<file path="src/rtl/pwm_ramp_ctrl_if.sv">
// pwm_ramp_ctrl_if
// Request/response bundle between a ramp requester and pwm_ramp_ctrl.
//   req      : new-target request level, held by the requester until ack
//   target   : requested final duty word (DW bits)
//   step_div : cycles-per-step minus 1 (PW bits)
//   ack      : one-cycle acceptance pulse
//   duty     : registered duty word feeding the pwm block
//   busy     : ramp in progress
//   done     : one-cycle pulse in the first cycle duty equals the target
// Modport master is the requester side, slave is the controller side.
interface pwm_ramp_ctrl_if #(
    parameter int DW = 4,
    parameter int PW = 8
);
    logic          req;
    logic [DW-1:0] target;
    logic [PW-1:0] step_div;
    logic          ack;
    logic [DW-1:0] duty;
    logic          busy;
    logic          done;

    modport master (
        output req, target, step_div,
        input  ack, duty, busy, done
    );

    modport slave (
        input  req, target, step_div,
        output ack, duty, busy, done
    );
endinterface

</file>
<file path="src/rtl/pwm_ramp_ctrl.sv">
// pwm_ramp_ctrl
// Moves a registered duty word one LSB at a time toward a requested target,
// taking one step every step_div+1 clock cycles.
// Ports:
//   clk : single clock, all state changes on its rising edge
//   rst : synchronous active-high reset
//   bus : pwm_ramp_ctrl_if.slave (req/target/step_div in, ack/duty/busy/done out)
module pwm_ramp_ctrl #(
    parameter int DW = 4,
    parameter int PW = 8
) (
    input  logic             clk,
    input  logic             rst,
    pwm_ramp_ctrl_if.slave   bus
);

    typedef enum logic [1:0] {
        IDLE,
        UP,
        DOWN
    } state_t;

    state_t        state_q;
    state_t        state_d;
    logic [DW-1:0] duty_q;
    logic [DW-1:0] tgt_q;
    logic [PW-1:0] div_q;
    logic [PW-1:0] presc_q;
    logic          ack_q;
    logic          done_q;

    logic          step_hit;
    logic [DW-1:0] step_val;

    // The step value is only used in UP/DOWN, where tgt_q lies strictly
    // beyond duty_q, so neither direction can wrap.
    assign step_hit = (presc_q == div_q);
    assign step_val = (state_q == UP) ? duty_q + 1'b1 : duty_q - 1'b1;

    always_ff @(posedge clk) begin
        if (rst) begin
            state_q <= IDLE;
        end else begin
            state_q <= state_d;
        end
    end

    // Direction is decided from the live target at acceptance, which is the
    // same value being latched into tgt_q on that edge.
    always_comb begin
        state_d = state_q;
        case (state_q)
            IDLE: begin
                if (bus.req) begin
                    if (bus.target > duty_q) begin
                        state_d = UP;
                    end else if (bus.target < duty_q) begin
                        state_d = DOWN;
                    end
                end
            end
            UP, DOWN: begin
                if (step_hit && (step_val == tgt_q)) begin
                    state_d = IDLE;
                end
            end
            default: state_d = IDLE;
        endcase
    end

    // Datapath: requests are only looked at in IDLE, so a request raised
    // during a ramp waits for the first IDLE edge without being relatched.
    always_ff @(posedge clk) begin
        if (rst) begin
            duty_q  <= '0;
            tgt_q   <= '0;
            div_q   <= '0;
            presc_q <= '0;
            ack_q   <= 1'b0;
            done_q  <= 1'b0;
        end else begin
            ack_q  <= 1'b0;
            done_q <= 1'b0;
            case (state_q)
                IDLE: begin
                    if (bus.req) begin
                        tgt_q   <= bus.target;
                        div_q   <= bus.step_div;
                        presc_q <= '0;
                        ack_q   <= 1'b1;
                        done_q  <= (bus.target == duty_q);
                    end
                end
                UP, DOWN: begin
                    if (step_hit) begin
                        duty_q  <= step_val;
                        presc_q <= '0;
                        done_q  <= (step_val == tgt_q);
                    end else begin
                        presc_q <= presc_q + 1'b1;
                    end
                end
                default: ;
            endcase
        end
    end

    always_comb begin
        bus.busy = (state_q == UP) || (state_q == DOWN);
        bus.ack  = ack_q;
        bus.done = done_q;
        bus.duty = duty_q;
    end

endmodule

</file>
<file path="src/flat_wrapper.sv">
// flat-port wrapper written by rule: the top's interface ports become plain ports
module pwm_ramp_ctrl_flat 
#(
    parameter int DW = 4,
    parameter int PW = 8
)
  (clk, rst, bus_req, bus_target, bus_step_div, bus_ack, bus_duty, bus_busy, bus_done);
  pwm_ramp_ctrl_if #(.DW(DW), .PW(PW)) bus_i ();
  input  logic clk;
  input  logic rst;
  input wire logic [$bits(bus_i.req)-1:0] bus_req;
  input wire logic [$bits(bus_i.target)-1:0] bus_target;
  input wire logic [$bits(bus_i.step_div)-1:0] bus_step_div;
  output wire logic [$bits(bus_i.ack)-1:0] bus_ack;
  output wire logic [$bits(bus_i.duty)-1:0] bus_duty;
  output wire logic [$bits(bus_i.busy)-1:0] bus_busy;
  output wire logic [$bits(bus_i.done)-1:0] bus_done;
  assign bus_i.req = bus_req;
  assign bus_i.target = bus_target;
  assign bus_i.step_div = bus_step_div;
  assign bus_ack = bus_i.ack;
  assign bus_duty = bus_i.duty;
  assign bus_busy = bus_i.busy;
  assign bus_done = bus_i.done;
  pwm_ramp_ctrl #(.DW(DW), .PW(PW)) u_core (.clk(clk), .rst(rst), .bus(bus_i));
endmodule
</file>
<file path="config.mk">
export PLATFORM = sky130hd
export DESIGN_NAME = pwm_ramp_ctrl_flat
export DESIGN_NICKNAME = d
export VERILOG_FILES = /design/src/rtl/pwm_ramp_ctrl_if.sv /design/src/rtl/pwm_ramp_ctrl.sv /design/src/flat_wrapper.sv
export SDC_FILE = /design/constraint.sdc
export NUM_CORES = 1
export LEC_CHECK = 0
export CORE_MARGIN = 2
export CORE_UTILIZATION = 45
export DETAILED_ROUTE_END_ITERATION = 10
export PLACE_DENSITY = 0.68
export SYNTH_ARGS = -nofsm -noshare
export SYNTH_HDL_FRONTEND = slang
export SYNTH_SLANG_ARGS = --single-unit
</file>
<file path="constraint.sdc">
create_clock -name clk -period 3.8 [get_ports clk]
set_input_delay 1.14 -clock clk [delete_from_list [all_inputs] [get_ports clk]]
set_output_delay 1.14 -clock clk [all_outputs]
set_load 0.01 [all_outputs]
</file>
### Yosys cells after proc, flatten, opt, wreduce, memory -nomap -nowiden

Index checks and enable logic that the tools add are counted.

* add/subtract/negate cells: 3
* muxes and demuxes: 13
* equal/unequal tests: 8
* reductions and logical operators: 10
* $lt $le $gt $ge: 2
* bitwise logic cells: 1

Operator list (number)
* 2-to-1 mux 8 bit: 2
* one-hot mux 8 bit (2 select lines): 1
* adder 8 x 1 -> 8 bit (second input constant): 1
* == test 4 bit: 2
* == test 8 bit: 1
* 2-to-1 mux 2 bit: 4
* AND reduction 2 bit: 3
* adder 4 x 1 -> 4 bit (second input constant): 1
* greater-than comparator 4 bit: 1
* less-than comparator 4 bit: 1
* 2-to-1 mux 4 bit: 1
* one-hot mux 2 bit (2 select lines): 1
* OR reduction 2 bit: 2
* subtractor 4 x 1 -> 4 bit (second input constant): 1
* 2-to-1 mux 1 bit: 3
* != test 3 x 1 -> 1 bit (second input constant): 1
* AND reduction 3 bit: 1
* == test 2 x 1 -> 1 bit (second input constant): 1
* == test 2 bit (second input constant): 1
* logical NOT 2 bit: 1
* != test 2 x 1 -> 1 bit (second input constant): 1
* != test 2 bit (second input constant): 1
* one-hot mux 1 bit (2 select lines): 1
* nonzero test 2 bit: 1
* other kinds (3): 3

* word-level logic and storage cells: 44
* input port bits: 15
* bits in registers: 28

### Depth between registers and ports, before layout

* word-level depth: 6
* gate-level depth with buffers: 9
* depth with buffers taken out: 9

### Worst setup path after synthesis

Ideal clock, no wire load.

* kind: input port to flip-flop
* from: input bus_target[3]
* to: register u_core.state_q[0]
* path slack: 1.290 ns
* path buffers: 0
* arrival time: 2.374 ns
* cell stages on the path: 6
* data required time: 3.664 ns
* setup time: 0.136 ns
* cell sequence: ha_1 -> a21o_1 -> o31a_1 -> o21ai_0 -> o32a_1 -> o311ai_1

* longest elaborated chain between the ends: 4
* elaborated cells on any way between the ends: 7
* classes of those cells: 2 x order compare; 1 x eq/ne; 3 x mux; 1 x reduce/logical

Ends and longest elaborated chain
* from (decl): line flat_wrapper.sv:12 `input wire logic [$bits(bus_i.target)-1:0] bus_target;`
* greater-than comparator 4 bit: line pwm_ramp_ctrl.sv:55 `if (bus.target > duty_q) begin`
* 2-to-1 mux 2 bit: line pwm_ramp_ctrl.sv:55
* 2-to-1 mux 2 bit: line pwm_ramp_ctrl.sv:54 `if (bus.req) begin`
* one-hot mux 2 bit (2 select lines): line pwm_ramp_ctrl.sv:52 `case (state_q)`
* to (signal assigned): line pwm_ramp_ctrl.sv:44 `state_q <= state_d;`
* to (decl): line pwm_ramp_ctrl.sv:23 `state_t state_q;`

Several ways; a longest one is shown, not always the timed one. The select of a mux whose other input is x is not followed.
A chain may end at the register's enable or synchronous reset.

### Final worst setup path

* from: register u_core.state_q[1]
* to: output bus_busy

* longest elaborated chain between the ends: 2
* elaborated cells on any way between the ends: 3
* classes of those cells: 2 x eq/ne; 1 x reduce/logical

Ends and longest elaborated chain
* == test 2 x 1 -> 1 bit or == test 2 bit (tied branches): line pwm_ramp_ctrl.sv:109 `bus.busy = (state_q == UP) || (state_q == DOWN);`
* logical OR 1 bit (*): line pwm_ramp_ctrl.sv:109
* to (decl): line flat_wrapper.sv:16 `output wire logic [$bits(bus_i.busy)-1:0] bus_busy;`

Every way passes the cells marked *; elsewhere a longest branch is shown, timed or not.

==> summary.md <==
| Metric | Value |
|---|---|
| WL final | `3280 µm` |
| Setup bufs post-CTS | `0` |
| Routed vias/inst | `roughly 5.2` |
| Vias in the first global route | `between 1,000 and 1,500` |
| Total iterations of the first detailed-routing run | `4` |
| Cell Pwr Density | `681 nW/µm²` |
| Fin crit period | `3.00 ns` |
| Clk_lat worst skew | `around 0.33 ns` |
| Largest net degree at the start of global routing | `23` |
| WL met3 | `between 100 and 150 µm` |
| Final hold slack | `0.480 ns` |
| Max Cap Viol | `0` |
| CTS H-tree lvls | `1` |
| Wire length on met2 | `around 1500 µm` |
| Comb power frac | `0.569` |
| Hold Vio Cnt, Final | `0` |
| Cells after synthesis | `about 180` |
| Port Buf Inserts | `21` |
| Setup Total Neg Slack | `0 ns` |
| Worst-path clk slew | `0.15 ns` |
| Int Pwr | `around 740 µW` |
| Routed WL per cell | `between 10 and 15 µm` |
| Sequential area share after synthesis | `0.356` |
| Slew Limit Headroom | `0.627` |
| Worst slew pin tran | `0.556 ns` |
| Post-route antenna net violation count | `0` |
| Core Area | `approximately 3300 µm²` |
| YS warnings | `0` |
| Vias | `~1,300` |
| # DRC | `0` |
| Congestion Overflow GR | `0` |
| Die Span Y | `63.1 µm` |
| Global-route wire length before repair | `5800 µm` |
| Crit-path max FO | `8` |
| Clk_skew | `about 0.0082 ns` |
| Status | `complete, no violations` |
| F_max | `~330 MHz` |
| Max VDD drop | `approximately 0.36 mV` |
| Final Setup Violations | `0` |
| Dpl hpwl | `2530 µm` |
| Avg Cell Area, Syn | `between 8 and 9 µm²` |
| Clk buf depth | `2` |
| CTS tree | `done` |
| Total track usage | `0.181` |
| Layout Area Growth over Synthesis | `19.3%` |
| Drt initial violations | `between 80 and 90` |
| Top layer in use | `met4` |
| Unrepaired setup endpoints after global routing | `no` |
| Crit end category | `primary output` |
| P_sw | `541 µW` |
| Syn nets | `about 210` |
| Antenna diodes | `0` |
| Starting Density | `0.471` |
| Die W | `63.1 µm` |
| Clock power frac | `0.115` |
| Critical path class | `reg -> out` |
| Synth unique cells | `39` |
| CTS buffer count | `3` |
| Initial antenna violation count | `0` |
| Synthesized flop and latch total | `28` |
| Full die area | `~4000 µm²` |
| WP data arrival | `between 1.5 and 2 ns` |
| Switching fraction of total power | `0.423` |
| Startpoint Class | `register` |
| Nets | `232` |
| Final Slew Violations | `0` |
| Layout cell share with drive strength beyond 1 | `0.0585` |
| CTS Hold Bufs | `0` |
| Required @ worst endpoint | `approximately 2.7 ns` |
| Leakage | `0.000788 µW` |
| Worst hold path type | `reg -> reg` |
| CTS resizes | `0` |
| Area of the mapped netlist | `1570 µm²` |
| # rows | `21` |
| # clock sinks | `28` |
| Final Wtd Congestion | `between 0.8 and 0.9` |
| Wl on met1 | `1580 µm` |
| CTS root buf | `clkbuf_4` |
| Share of power burned in registers | `0.316` |
| I/O pin total | `22` |
| Tcrit/Tclk final | `0.791` |
-- cell usage in the layout (no fill, tap or decap), types with 2 or more instances in the layout --
cell,n
nand2_1,28
dfxtp_1,28
clkdlybuf4s50_1,21
nor2_1,16
a21oi_1,16
inv_1,13
xor2_1,12
xnor2_1,11
ha_1,10
o21ai_0,4
o2111ai_1,3
nand3_1,3
clkbuf_4,3
a21o_1,2
nor4_4,2
nor2b_1,2
o211a_1,2
nand4_1,2
mux2i_1,2
o2111a_1,2
or3_1,2
buf_4,2
-- path summary, 6_finish.rpt --
kind | endpoint | slack, ns | startpoint | cells past startpoint
max reg2reg | u_core.state_q[0] | 1.38 | u_core.state_q[1] | 8
min reg2reg | u_core.tgt_q[3] | 0.48 | u_core.tgt_q[3] | 2
max | bus_busy | 0.80 | u_core.state_q[1] | 3
min | u_core.tgt_q[3] | 0.48 | u_core.tgt_q[3] | 2
-- power by group through the flow --
stage	logic, µW	registers [µW]	clock network, µW
3_5_place_dp	727	411	0
4_1_cts	732	404	153
2_1_floorplan	533	407	0
6_report	727	404	147
3_3_place_gp	712	409	0
5_1_grt	818	412	163
-- logic make-up (layout without fill, tap and decap cells) --
logic type               after synthesis  in the layout  synth area share
flip-flops                            28             28             0.356
AO/OA/AOI/OAI                         37             37             0.158
buffers and inverters                 17             40            0.0406
XOR/XNOR                              23             23             0.128
adder cells (fa/ha/maj)               11             11            0.0923
multiplexers                           3              3            0.0199
AND/OR/NAND/NOR                       63             63             0.205
-- per-layer routing --
metal	track usage	vias up
li1	-	673
met1	0.233	611
met2	0.307	28
met3	0.0304	4
met4	0.0611	0
met5	0	-
-- final cells by class --
class,count,area (µm²)
Inverter,13,48.8
Multi-Input combinational cell,137,948
Fill cell,318,1460
Timing Repair Buffer,23,225
Clock buffer,4,36.3
Tap cell,46,57.6
Sequential cell,28,561
-- worst max-delay path, cell delays in order (launching register included) --
cell and delay (ns):
dfxtp_1 0.43, inv_1 0.09, ha_1 0.43, clkdlybuf4s50_1 0.59
-- cell usage after synthesis, drive strengths merged --
cell | count | area share
o311ai | 1 | 0.0056
inv | 13 | 0.031
a21oi | 16 | 0.051
nor2b | 2 | 0.0080
o32a | 1 | 0.0064
xor2 | 12 | 0.067
and2 | 1 | 0.0040
clkbuf | 3 | 0.0072
o211a | 2 | 0.013
ha | 10 | 0.080
nor3b | 1 | 0.0048
or3 | 2 | 0.0080
nand4 | 3 | 0.016
o2111a | 2 | 0.014
and4 | 1 | 0.0056
mux2 | 1 | 0.0072
mux2i | 2 | 0.013
or2 | 2 | 0.0080
nor2 | 16 | 0.038
a31oi | 1 | 0.0040
xnor2 | 11 | 0.061
buf | 1 | 0.0024
nand2 | 28 | 0.067
o211ai | 1 | 0.0048
o21ai | 5 | 0.016
o2111ai | 3 | 0.017
dfxtp | 28 | 0.36
a21o | 2 | 0.0095
nor3 | 1 | 0.0032
a221o | 1 | 0.0064
fa | 1 | 0.013
a21boi | 1 | 0.0048
o31a | 1 | 0.0056
nor4 | 2 | 0.027
nand3 | 4 | 0.016
-- through the flow --
| step | total power [µW] | setup slack (ns) | instance area (µm²) | std cells | utilization |
|---|---|---|---|---|---|
| after detailed placement | 1140 | 0.716 | 1840 | 247 | 0.552 |
| after CTS | 1290 | 0.795 | 1880 | 251 | 0.562 |
| after floorplan | 940 | 1.29 | 1570 | 182 | - |
| after global placement | 1120 | 0.767 | 1840 | 247 | 0.552 |
| after global routing | 1390 | 0.718 | 1880 | 251 | 0.562 |
| final | 1280 | 0.795 | 1880 | 251 | 0.562 |
-- sequential cells by signal (all words and copies together), names as in the netlist --
register and flops:
u_core.bus.ack 1, u_core.div_q 8, u_core.state_q 2, u_core.presc_q 8
u_core.bus.done 1, u_core.tgt_q 4, u_core.bus.duty 4
No activity file was read; power rests on OpenSTA's default activity.
